$ cat config.mk
export PLATFORM = sky130hd
export DESIGN_NAME = fp16_to_fixed_converter_flat
export DESIGN_NICKNAME = d
export VERILOG_FILES = /design/src/rtl/fp16_to_fixed_converter_if.sv /design/src/rtl/fp16_to_fixed_converter.sv /design/src/flat_wrapper.sv
export SDC_FILE = /design/constraint.sdc
export NUM_CORES = 1
export LEC_CHECK = 0
export ABC_CLOCK_PERIOD_IN_PS = 2650
export CELL_PAD_IN_SITES_DETAIL_PLACEMENT = 1
export CELL_PAD_IN_SITES_GLOBAL_PLACEMENT = 1
export CORE_UTILIZATION = 41
export CTS_BUF_LIST = sky130_fd_sc_hd__clkbuf_16
export CTS_CLUSTER_DIAMETER = 40
export DETAILED_ROUTE_END_ITERATION = 16
export PLACE_DENSITY = 0.86
export SLEW_MARGIN = 5
export SYNTH_ARGS = -nofsm -noshare
export SYNTH_HDL_FRONTEND = slang
export SYNTH_SLANG_ARGS = --single-unit
$ cat constraint.sdc
create_clock -name clk -period 2.65 [get_ports clk]
set_input_delay 0.6625 -clock clk [delete_from_list [all_inputs] [get_ports clk]]
set_output_delay 0.6625 -clock clk [all_outputs]
set_load 0.02 [all_outputs]
$ cat src/rtl/fp16_to_fixed_converter_if.sv
// Streaming handshake bundle for the FP16 -> fixed-point converter.
// The master side feeds FP16 words and accepts results; the slave side is the converter.
interface fp16_to_fixed_converter_if #(
  parameter int OUT_WIDTH = 16
);
  logic                 in_valid;
  logic                 in_ready;
  logic [15:0]          in_data;
  logic                 out_valid;
  logic                 out_ready;
  logic [OUT_WIDTH-1:0] out_data;
  logic                 out_sat;
  logic                 out_nan;

  modport master (
    output in_valid, in_data, out_ready,
    input  in_ready, out_valid, out_data, out_sat, out_nan
  );

  modport slave (
    input  in_valid, in_data, out_ready,
    output in_ready, out_valid, out_data, out_sat, out_nan
  );
endinterface

$ cat src/rtl/fp16_to_fixed_converter.sv
// Two-stage valid/ready FP16 -> saturated signed Q(OUT_WIDTH-FRAC_BITS).FRAC_BITS converter.
// Stage 1 classifies the word and aligns the significand; stage 2 saturates and applies the sign.
// Subnormals flush to zero to match the FP16 adder.
module fp16_to_fixed_converter #(
  parameter int OUT_WIDTH  = 16,
  parameter int FRAC_BITS  = 8,
  parameter int ROUND_MODE = 0
) (
  input  logic                       clk,
  input  logic                       rst,
  fp16_to_fixed_converter_if.slave   bus,
  input  logic                       clear_count,
  output logic [15:0]                sat_count
);
  // Wide enough for m << (FRAC_BITS + 5), the largest left shift, so overflow is seen exactly.
  localparam int MW = OUT_WIDTH + 16;
  localparam logic [OUT_WIDTH-1:0] MAX_POS = {1'b0, {(OUT_WIDTH-1){1'b1}}};
  localparam logic [OUT_WIDTH-1:0] MIN_NEG = {1'b1, {(OUT_WIDTH-1){1'b0}}};

  typedef enum logic [1:0] {CLS_ZERO, CLS_NUM, CLS_INF, CLS_NAN} cls_e;

  // Decode-side wires
  logic [4:0]        w_exp;
  logic [9:0]        w_mant;
  logic [10:0]       w_m;
  logic signed [7:0] w_sh;
  logic [5:0]        w_rsh;
  logic [MW-1:0]     w_shifted;
  logic [MW-1:0]     w_wide;
  logic              w_rbit;
  cls_e              w_cls;

  // Pack-side wires
  logic [OUT_WIDTH-1:0] w_pack;
  logic                 w_sat;
  logic                 w_nan;

  // Handshake wires
  logic w_s2_adv;
  logic w_out_fire;

  // Stage 1 registers
  logic                 r_s1_valid;
  logic                 r_s1_sign;
  logic                 r_s1_ovf;
  cls_e                 r_s1_cls;
  logic [OUT_WIDTH-1:0] r_s1_mag;

  // Stage 2 / output registers
  logic                 r_out_valid;
  logic [OUT_WIDTH-1:0] r_out_data;
  logic                 r_out_sat;
  logic                 r_out_nan;
  logic [15:0]          r_sat_count;

  // NOTE: in_ready depends combinationally on out_ready so a full pipe can accept while draining.
  assign w_s2_adv     = !r_out_valid || bus.out_ready;
  assign w_out_fire   = r_out_valid && bus.out_ready;
  assign bus.in_ready = !r_s1_valid || w_s2_adv;

  assign bus.out_valid = r_out_valid;
  assign bus.out_data  = r_out_data;
  assign bus.out_sat   = r_out_sat;
  assign bus.out_nan   = r_out_nan;
  assign sat_count     = r_sat_count;

  // Classify the incoming word and align {1,mant} to the output binary point, with optional rounding.
  always_comb begin
    w_exp     = bus.in_data[14:10];
    w_mant    = bus.in_data[9:0];
    w_m       = {1'b1, w_mant};
    w_sh      = $signed({3'b000, w_exp}) + 8'(FRAC_BITS - 25);
    w_rsh     = 6'(-w_sh);
    w_rbit    = 1'b0;
    w_shifted = '0;
    if (w_sh >= 0) begin
      w_shifted = MW'(w_m) << w_sh[5:0];
    end else begin
      // Right shifts past the significand naturally leave zero.
      w_shifted = MW'(w_m) >> w_rsh;
      if (ROUND_MODE == 1) begin
        for (int i = 0; i < 11; i++) begin
          if (w_rsh == 6'(i + 1)) w_rbit = w_m[i];
        end
      end
    end
    w_wide = w_shifted + MW'(w_rbit);

    if (w_exp == 5'd0)       w_cls = CLS_ZERO;
    else if (w_exp == 5'h1F) w_cls = (w_mant != 10'd0) ? CLS_NAN : CLS_INF;
    else                     w_cls = CLS_NUM;
  end

  // Saturate the magnitude against the signed output range and apply the sign.
  always_comb begin
    w_pack = '0;
    w_sat  = 1'b0;
    w_nan  = 1'b0;
    case (r_s1_cls)
      CLS_ZERO: w_pack = '0;
      CLS_NAN:  w_nan  = 1'b1;
      CLS_INF: begin
        w_sat  = 1'b1;
        w_pack = r_s1_sign ? MIN_NEG : MAX_POS;
      end
      default: begin
        if (!r_s1_sign) begin
          if (r_s1_ovf || r_s1_mag[OUT_WIDTH-1]) begin
            w_sat  = 1'b1;
            w_pack = MAX_POS;
          end else begin
            w_pack = r_s1_mag;
          end
        end else begin
          // Exactly 2^(W-1) is representable as the most negative value.
          if (r_s1_ovf || (r_s1_mag[OUT_WIDTH-1] && |r_s1_mag[OUT_WIDTH-2:0])) begin
            w_sat  = 1'b1;
            w_pack = MIN_NEG;
          end else begin
            w_pack = -r_s1_mag;
          end
        end
      end
    endcase
  end

  // Stage 1: capture the decoded word whenever the slot is free or being emptied.
  // NOTE: all clocked state uses non-blocking assignments so every register samples pre-edge values.
  always_ff @(posedge clk or posedge rst) begin
    if (rst) begin
      r_s1_valid <= 1'b0;
      r_s1_sign  <= 1'b0;
      r_s1_ovf   <= 1'b0;
      r_s1_cls   <= CLS_ZERO;
      r_s1_mag   <= '0;
    end else if (bus.in_ready) begin
      r_s1_valid <= bus.in_valid;
      if (bus.in_valid) begin
        r_s1_sign <= bus.in_data[15];
        r_s1_ovf  <= |w_wide[MW-1:OUT_WIDTH];
        r_s1_cls  <= w_cls;
        r_s1_mag  <= w_wide[OUT_WIDTH-1:0];
      end
    end
  end

  // Stage 2: register the packed result; hold it while the consumer stalls.
  always_ff @(posedge clk or posedge rst) begin
    if (rst) begin
      r_out_valid <= 1'b0;
      r_out_data  <= '0;
      r_out_sat   <= 1'b0;
      r_out_nan   <= 1'b0;
    end else if (w_s2_adv) begin
      r_out_valid <= r_s1_valid;
      if (r_s1_valid) begin
        r_out_data <= w_pack;
        r_out_sat  <= w_sat;
        r_out_nan  <= w_nan;
      end
    end
  end

  // Count saturated output transfers, sticking at all-ones; clear has priority.
  always_ff @(posedge clk or posedge rst) begin
    if (rst) begin
      r_sat_count <= '0;
    end else if (clear_count) begin
      r_sat_count <= '0;
    end else if (w_out_fire && r_out_sat && (r_sat_count != 16'hFFFF)) begin
      r_sat_count <= r_sat_count + 16'd1;
    end
  end
endmodule

$ cat src/flat_wrapper.sv
// flat-port wrapper written by rule: the top's interface ports become plain ports
module fp16_to_fixed_converter_flat 
#(
  parameter int OUT_WIDTH  = 16,
  parameter int FRAC_BITS  = 8,
  parameter int ROUND_MODE = 0
)
  (clk, rst, clear_count, sat_count, bus_in_valid, bus_in_data, bus_out_ready, bus_in_ready, bus_out_valid, bus_out_data, bus_out_sat, bus_out_nan);
  fp16_to_fixed_converter_if #(.OUT_WIDTH(OUT_WIDTH)) bus_i ();
  input  logic clk;
  input  logic rst;
  input  logic clear_count;
  output logic [15:0] sat_count;
  input wire logic [$bits(bus_i.in_valid)-1:0] bus_in_valid;
  input wire logic [$bits(bus_i.in_data)-1:0] bus_in_data;
  input wire logic [$bits(bus_i.out_ready)-1:0] bus_out_ready;
  output wire logic [$bits(bus_i.in_ready)-1:0] bus_in_ready;
  output wire logic [$bits(bus_i.out_valid)-1:0] bus_out_valid;
  output wire logic [$bits(bus_i.out_data)-1:0] bus_out_data;
  output wire logic [$bits(bus_i.out_sat)-1:0] bus_out_sat;
  output wire logic [$bits(bus_i.out_nan)-1:0] bus_out_nan;
  assign bus_i.in_valid = bus_in_valid;
  assign bus_i.in_data = bus_in_data;
  assign bus_i.out_ready = bus_out_ready;
  assign bus_in_ready = bus_i.in_ready;
  assign bus_out_valid = bus_i.out_valid;
  assign bus_out_data = bus_i.out_data;
  assign bus_out_sat = bus_i.out_sat;
  assign bus_out_nan = bus_i.out_nan;
  fp16_to_fixed_converter #(.OUT_WIDTH(OUT_WIDTH), .FRAC_BITS(FRAC_BITS), .ROUND_MODE(ROUND_MODE)) u_core (.clk(clk), .rst(rst), .bus(bus_i), .clear_count(clear_count), .sat_count(sat_count));
endmodule
==> results of run 1 <==
-- cells in the mapped netlist (all sizes together) (11+ instances only) --
library cell   n
nor3          21
clkbuf        23
a21oi         26
xnor2         11
inv           13
nand2         54
dfrtp         56
xor2          16
a31oi         12
mux2i         13
nand3         22
nor2          69
o21ai         39
-- logic make-up (layout without fill, tap and decap cells) --
logic type                 count (synthesis)  count (layout)  synth area share [%]
buffers and inverters                     43             158                  4.00
and+or+nand+nor                          222             222                  26.4
xor gates and xnor gates                  27              27                  5.69
muxes                                     25              25                  6.92
AOI/OAI and AO/OA                        137             137                  21.5
adders and majority gates                  6               6                  1.81
DFF                                       56              56                  33.7
-- where the power goes --
part	switching, mW	internal (mW)	leakage [nW]
sequential	0.143	0.978	0.719
combinational	0.728	0.617	1.61
clock	0.315	0.348	0.0635
total	1.19	1.94	2.40
-- final cells by class --
class | count | area, um2
repair buffers | 137 | 1220
flip-flops and latches | 56 | 1400
clock inverters | 3 | 18.8
inverters | 13 | 48.8
well taps | 133 | 166
fillers | 1225 | 4140
multi-input cells | 417 | 2700
clock buffers | 5 | 125
-- what timing repair did --
| item | in CTS | in global routing |
|---|---|---|
| setup buffers | 1 | 0 |
| setup endpoints to repair | 15 | 7 |
| pin swaps | 11 | 4 |
| gates resized for setup | 20 | 5 |
| hold endpoints to repair | 0 | 0 |
-- metal layers --
layer / GRT usage [%] / routed length, um / share of wire [%] / up-vias
met3: 3.25 / 537 / 3.6 / 29
li1: - / - / - / 2117
met5: 0 / 0 / 0 / -
met2: 53.8 / 7770 / 52 / 130
met1: 34.9 / 6010 / 41 / 2213
met4: 12.2 / 485 / 3.3 / 0
-- worst max path at each step --
stage	to	slack, ps	cells after the start
2_1_floorplan	u_core.r_s1_mag[10]	0.2	11
6_report	u_core.r_s1_ovf	140	10
3_5_place_dp	u_core.r_s1_mag[7]	-560	10
5_1_grt	u_core.r_s1_mag[10]	50	11
4_1_cts	u_core.r_s1_ovf	70	9
3_3_place_gp	u_core.r_s1_mag[11]	-340	11
-- state kept, by name (all words and copies together) (netlist names) --
name / cells
u_core.bus.out_sat: 1
u_core.r_s1_sign: 1
u_core.r_s1_cls: 2
u_core.bus.out_data: 16
u_core.bus.out_nan: 1
u_core.r_s1_mag: 16
u_core.r_s1_valid: 1
u_core.r_s1_ovf: 1
u_core.sat_count: 16
u_core.bus.out_valid: 1
==> summary.txt, run 1 <==
Min path
  • Hold Path Class: reg -> reg
  • HP Start: u_core.bus.out_data[12]
  • Worst Hold Depth: 1
  • End of the worst hold path: u_core.bus.out_data[12]

Logic synthesis
  • Top FF cell, synth: dfrtp_1
  • Syn Area/Cell: around 8 um2
  • Area leader, netlist: dfrtp_1
  • Register area share after synthesis: around 34%
  • EDFF count, synth: 0
  • Syn. warnings: 0
  • Yosys reg bits: 56
  • Synth unique cells: 66
  • Cell Area, Synth: 4160 um2
  • Synth async-reset ratio: 100%
  • Top-area cell type share of the netlist area: 33.7%
  • Net Count, Synth: 543
  • Cells after Synth: 516
  • Ranking of synthesized cells by area: dfrtp_1 (34%), nor2_1 (6.2%), nand2_1 (4.9%)

Worst setup path
  • Type of origin of the critical path: input port
  • Critical Path RT: 2820 ps
  • Slowest stage cell, crit path: mux2_2
  • R2R Path End: u_core.bus.out_data[6]
  • FF-to-FF setup slack: 190 ps
  • Critical path peak fanout: 6
  • R2R cell count: 8
  • Kind of critical path: in -> reg
  • Top Family by Delay on Critical Path: compound AO/OA/AOI/OAI gates
  • Crit. End Element: flop
  • CP Cell Sequence: dlygate4sd2_1, inv_2, ha_4, ha_4, buf_12, mux2_2, o211ai_1, nand3_1, o41ai_2, nand3_1
  • Critical path launch point: bus_in_data[10]
  • Worst Path Arrival: 2680 ps
  • CP max stage delay: between 300 and 400 ps
  • Buf+Inv Stages, Crit Path: 3
  • Launch point of the worst reg-to-reg path: u_core.r_s1_mag[0]

Timing
  • Worst setup margin: 141 ps
  • Final worst path period need: about 2500 ps
  • Slew @ Worst Pin: 623 ps
  • Min Hold Slack: approximately 500 ps
  • Slew Limit Fails: 0
  • Crit share post-route: 94.7%
  • Slew headroom: 58.3%
  • FMAX: 399 MHz
  • Setup Skew: just over 5 ps
  • Setup_tns: 0 ps
  • # setup viols final: 0
  • Setup repair after global routing missed its margin: no
  • Fin. Hold Viols: 0

Clock network
  • Clock slew at reported path FFs: ~70 ps
  • Worst skew pair latency: 300 ps
  • CTS hold repair buffers: 0
  • CTS root buf: clkbuf_16
  • CTS tree: done
  • Clock sinks: 56
  • Clk buf depth: 2
  • H-Tree Level Count: 2
  • CTS Buf Count: 5

Route
  • Wire length per cell: 19.4 um
  • Vias: between 4000 and 5000
  • DRC violations left: 0
  • Vias/cell: 5.88
  • First-pass detailed-route iteration total: 5
  • Drt total wl: ~15000 um
  • Antenna Violating Nets Remaining: 0
  • Initial DRC count: 217

Layout
  • Post-route insts no fill: about 760
  • Area growth syn-to-layout: 36.7%
  • Commonest non-fill, non-tap cell in the layout: buf_4
  • Most frequent cells in the layout: buf_4 (76), nor2_1 (67), dfrtp_1 (56)
  • Final Util: 57.9%
  • Inserted Diodes: 0
  • Final instance area: between 5000 and 6000 um2
  • Ratio of cells with drive above 1 in the final layout: 21.2%
  • Layout Nets: ~660

Placement
  • DPL Wire Length: around 11000 um
  • Dpl ws: -563 ps
  • Placed inst area: 5460 um2
  • I/O Buffers: 56
  • GP Congestion: 0.922
  • Placed cell count: around 760

Floorplan
  • Die area: 10500 um2
  • Die Y: 103 um
  • Core Area: 9820 um2
  • Top Ports: 57
  • Starting Density: 42.3%
  • Die X: 103 um
  • Rows: 36

Pwr
  • Overall power: around 3.1 mW
  • Power Dens Cells: 550 nW/um2
  • Peak supply drop: between 0.2 and 0.3 mV
  • Leakage: 2.40 nW

GRT
  • Global-route wire length before repair: 23900 um
  • Grt total ovfl: 0
  • Pin count of the biggest net entering global routing: 57
  • Vias in the first global route: between 4000 and 5000
  • Initial antenna violation count: 0
  • Gr usage total: 29.4%

Flow run
  • Max cap viols: 0

Outcome
  • Result of the run: completed
Power figures use the tool's default switching activity.
==> run 2: changes to the inputs <==
- CTS_CLUSTER_SIZE: default -> 16
==> results of run 2 <==
Same layout as run 1: the final DEF is identical, and so are final timing and power.
==> run 3: changes to the inputs <==
- SETUP_SLACK_MARGIN: default -> 0.1
==> run 3 against run 2 <==
Effect of this change:
- critical path type is now reg -> reg
- first-iteration DRC count decreased by 17%
- critical endpoint is now u_core.bus.out_data[11]
- critical path depth decreased by 2
- die area unchanged
- largest power group unchanged
- via count increased by 0.11%
- wire length increased by 2.6%
- combinational power about the same
==> summary.txt, run 3 (same netlist as run 1, synthesis figures left out) <==
Timing
  • Slew headroom: between 60 and 70%
  • FMAX: a little over 400 MHz
  • Final worst path period need: 2460 ps
  • Slew Limit Fails: 0
  • Setup repair after global routing missed its margin: no
  • Fin. Hold Viols: 0
  • # setup viols final: 0
  • Crit share post-route: 93.0%
  • Worst setup margin: 186 ps
  • Setup Skew: 6.09 ps
  • Slew @ Worst Pin: 592 ps

Layout
  • Final Util: roughly 57%
  • Ratio of cells with drive above 1 in the final layout: 21.0%
  • Filler Cell Count: between 1000 and 1500
  • Commonest non-fill, non-tap cell in the layout: buf_4
  • Final instance area: roughly 5600 um2
  • Most frequent cells in the layout: buf_4 (85), nor2_1 (68), dfrtp_1 (56)
  • Inserted Diodes: 0
  • Layout Nets: 664
  • Area growth syn-to-layout: 35.5%

Flow run
  • Max cap viols: 0

GRT
  • Initial antenna violation count: 0
  • Global-route wire length before repair: about 25000 um
  • Grt total ovfl: 0
  • Pin count of the biggest net entering global routing: 24
  • Gr usage total: 30.3%
  • Vias in the first global route: 4708

Route
  • Antenna Violating Nets Remaining: 0
  • Vias/cell: slightly below 6
  • DRC violations left: 0
  • Vias: 4494
  • Drt total wl: approximately 15000 um
  • First-pass detailed-route iteration total: 4
  • Initial DRC count: 181
  • Wire length per cell: 19.7 um

Pwr
  • Power Dens Cells: approximately 560 nW/um2
  • Combinational power share: between 40% and 50%
  • Peak supply drop: around 0.30 mV
  • Clock Power Share: 21.3%
  • Internal Power: 1.94 mW
  • Switching Share: 38.2%
  • Leakage: 2.40 nW
  • Register share of total power: 35.8%
  • Switching power: 1.20 mW

Worst setup path
  • Worst Path Arrival: about 2700 ps
  • CP Cell Sequence: inv_1, ha_2, or4b_4, nor3_4, a21oi_2, nand2b_4, o221ai_1, o211a_1
  • Crit. End Element: flop
  • Kind of critical path: reg -> reg
  • Slowest stage cell, crit path: or4b_4
  • CP max stage delay: 510 ps
  • Critical Path RT: 2880 ps
  • Type of origin of the critical path: flop
  • Critical path peak fanout: 7

Min path
  • Hold Path Class: reg -> reg

Floorplan
  • Die X: 103 um
  • Rows: 36
  • Die area: 10500 um2
  • Die Y: roughly 100 um
  • Top Ports: 57
  • Core Area: 9820 um2
  • Starting Density: 42.3%

Placement
  • Dpl ws: -406 ps
  • I/O Buffers: between 50 and 60
  • DPL Wire Length: around 12000 um
  • GP Congestion: 0.927
  • Placed inst area: 5430 um2

Clock network
  • CTS tree: done
  • CTS Buf Count: 5
  • CTS root buf: clkbuf_16
  • H-Tree Level Count: 2
  • Worst skew pair latency: between 200 and 300 ps
  • Clock slew at reported path FFs: approximately 80 ps
  • Clock sinks: 56
  • Clk buf depth: 2
  • CTS hold repair buffers: 0

Outcome
  • Result of the run: completed
[run 3: path summary, 6_finish.rpt]
check / end / from / slack (ps) / depth (start not counted)
max: u_core.bus.out_data[11] / u_core.r_s1_mag[0] / 190 / 8
max in group asynchronous: u_core.r_s1_mag[13] / rst / 1280 / 3
min: u_core.bus.out_valid / u_core.r_s1_valid / 490 / 1
min in group asynchronous: u_core.sat_count[13] / rst / 710 / 2
min reg2reg: u_core.bus.out_valid / u_core.r_s1_valid / 490 / 1
max reg2reg: u_core.bus.out_data[11] / u_core.r_s1_mag[0] / 190 / 8
[run 3: routing by layer]
layer	vias up	routed length, um	share of wire, %	track usage (%)
met5	-	0	0	0
met4	0	454	3.0	10.5
met3	38	398	2.6	3.05
met2	111	7960	52	56.7
met1	2224	6380	42	35.7
li1	2121	-	-	-
[run 3: critical path: cells and delay by family (launching register included)]
kind / cells / cell delay, ps
adder cells (fa/ha/maj): 1 / 220
AO/OA/AOI/OAI: 3 / 720
flip-flops: 1 / 450
AND/OR/NAND/NOR: 3 / 880
buffers and inverters: 1 / 120
[run 3: timing repair]
item	4_1_cts	5_1_grt
pin swaps	6	4
endpoints found under the setup margin	18	5
gates resized for setup	16	4
setup buffers	6	0
[run 3: layout make-up]
cell class | instances | area, um2 | share of cell area, %
Multi-Input combinational cell | 417 | 2650 | 47.0
Clock buffer | 5 | 125 | 2.22
Clock inverter | 3 | 20.0 | 0.356
Tap cell | 133 | 166 | 2.96
Sequential cell | 56 | 1400 | 24.9
Inverter | 13 | 51.3 | 0.911
Timing Repair Buffer | 144 | 1220 | 21.7
[run 3: power by group through the flow]
stage	registers, mW	clock network [mW]	logic (mW)
final	1.12	0.670	1.35
after global routing	1.14	0.713	1.45
after CTS	1.12	0.681	1.34
after detailed placement	1.13	0	1.31
after global placement	1.12	0	1.25
after floorplan	1.19	0	0.669
[run 3: through the flow]
step           total power, mW  instances  hold WS [ps]  setup TNS, ps
2_1_floorplan             1.86        516           450              0
3_3_place_gp              2.37        757           464          -4390
3_5_place_dp              2.44        757           476          -5420
4_1_cts                   3.14        771           490              0
5_1_grt                   3.30        771           537              0
6_report                  3.14        771           487              0
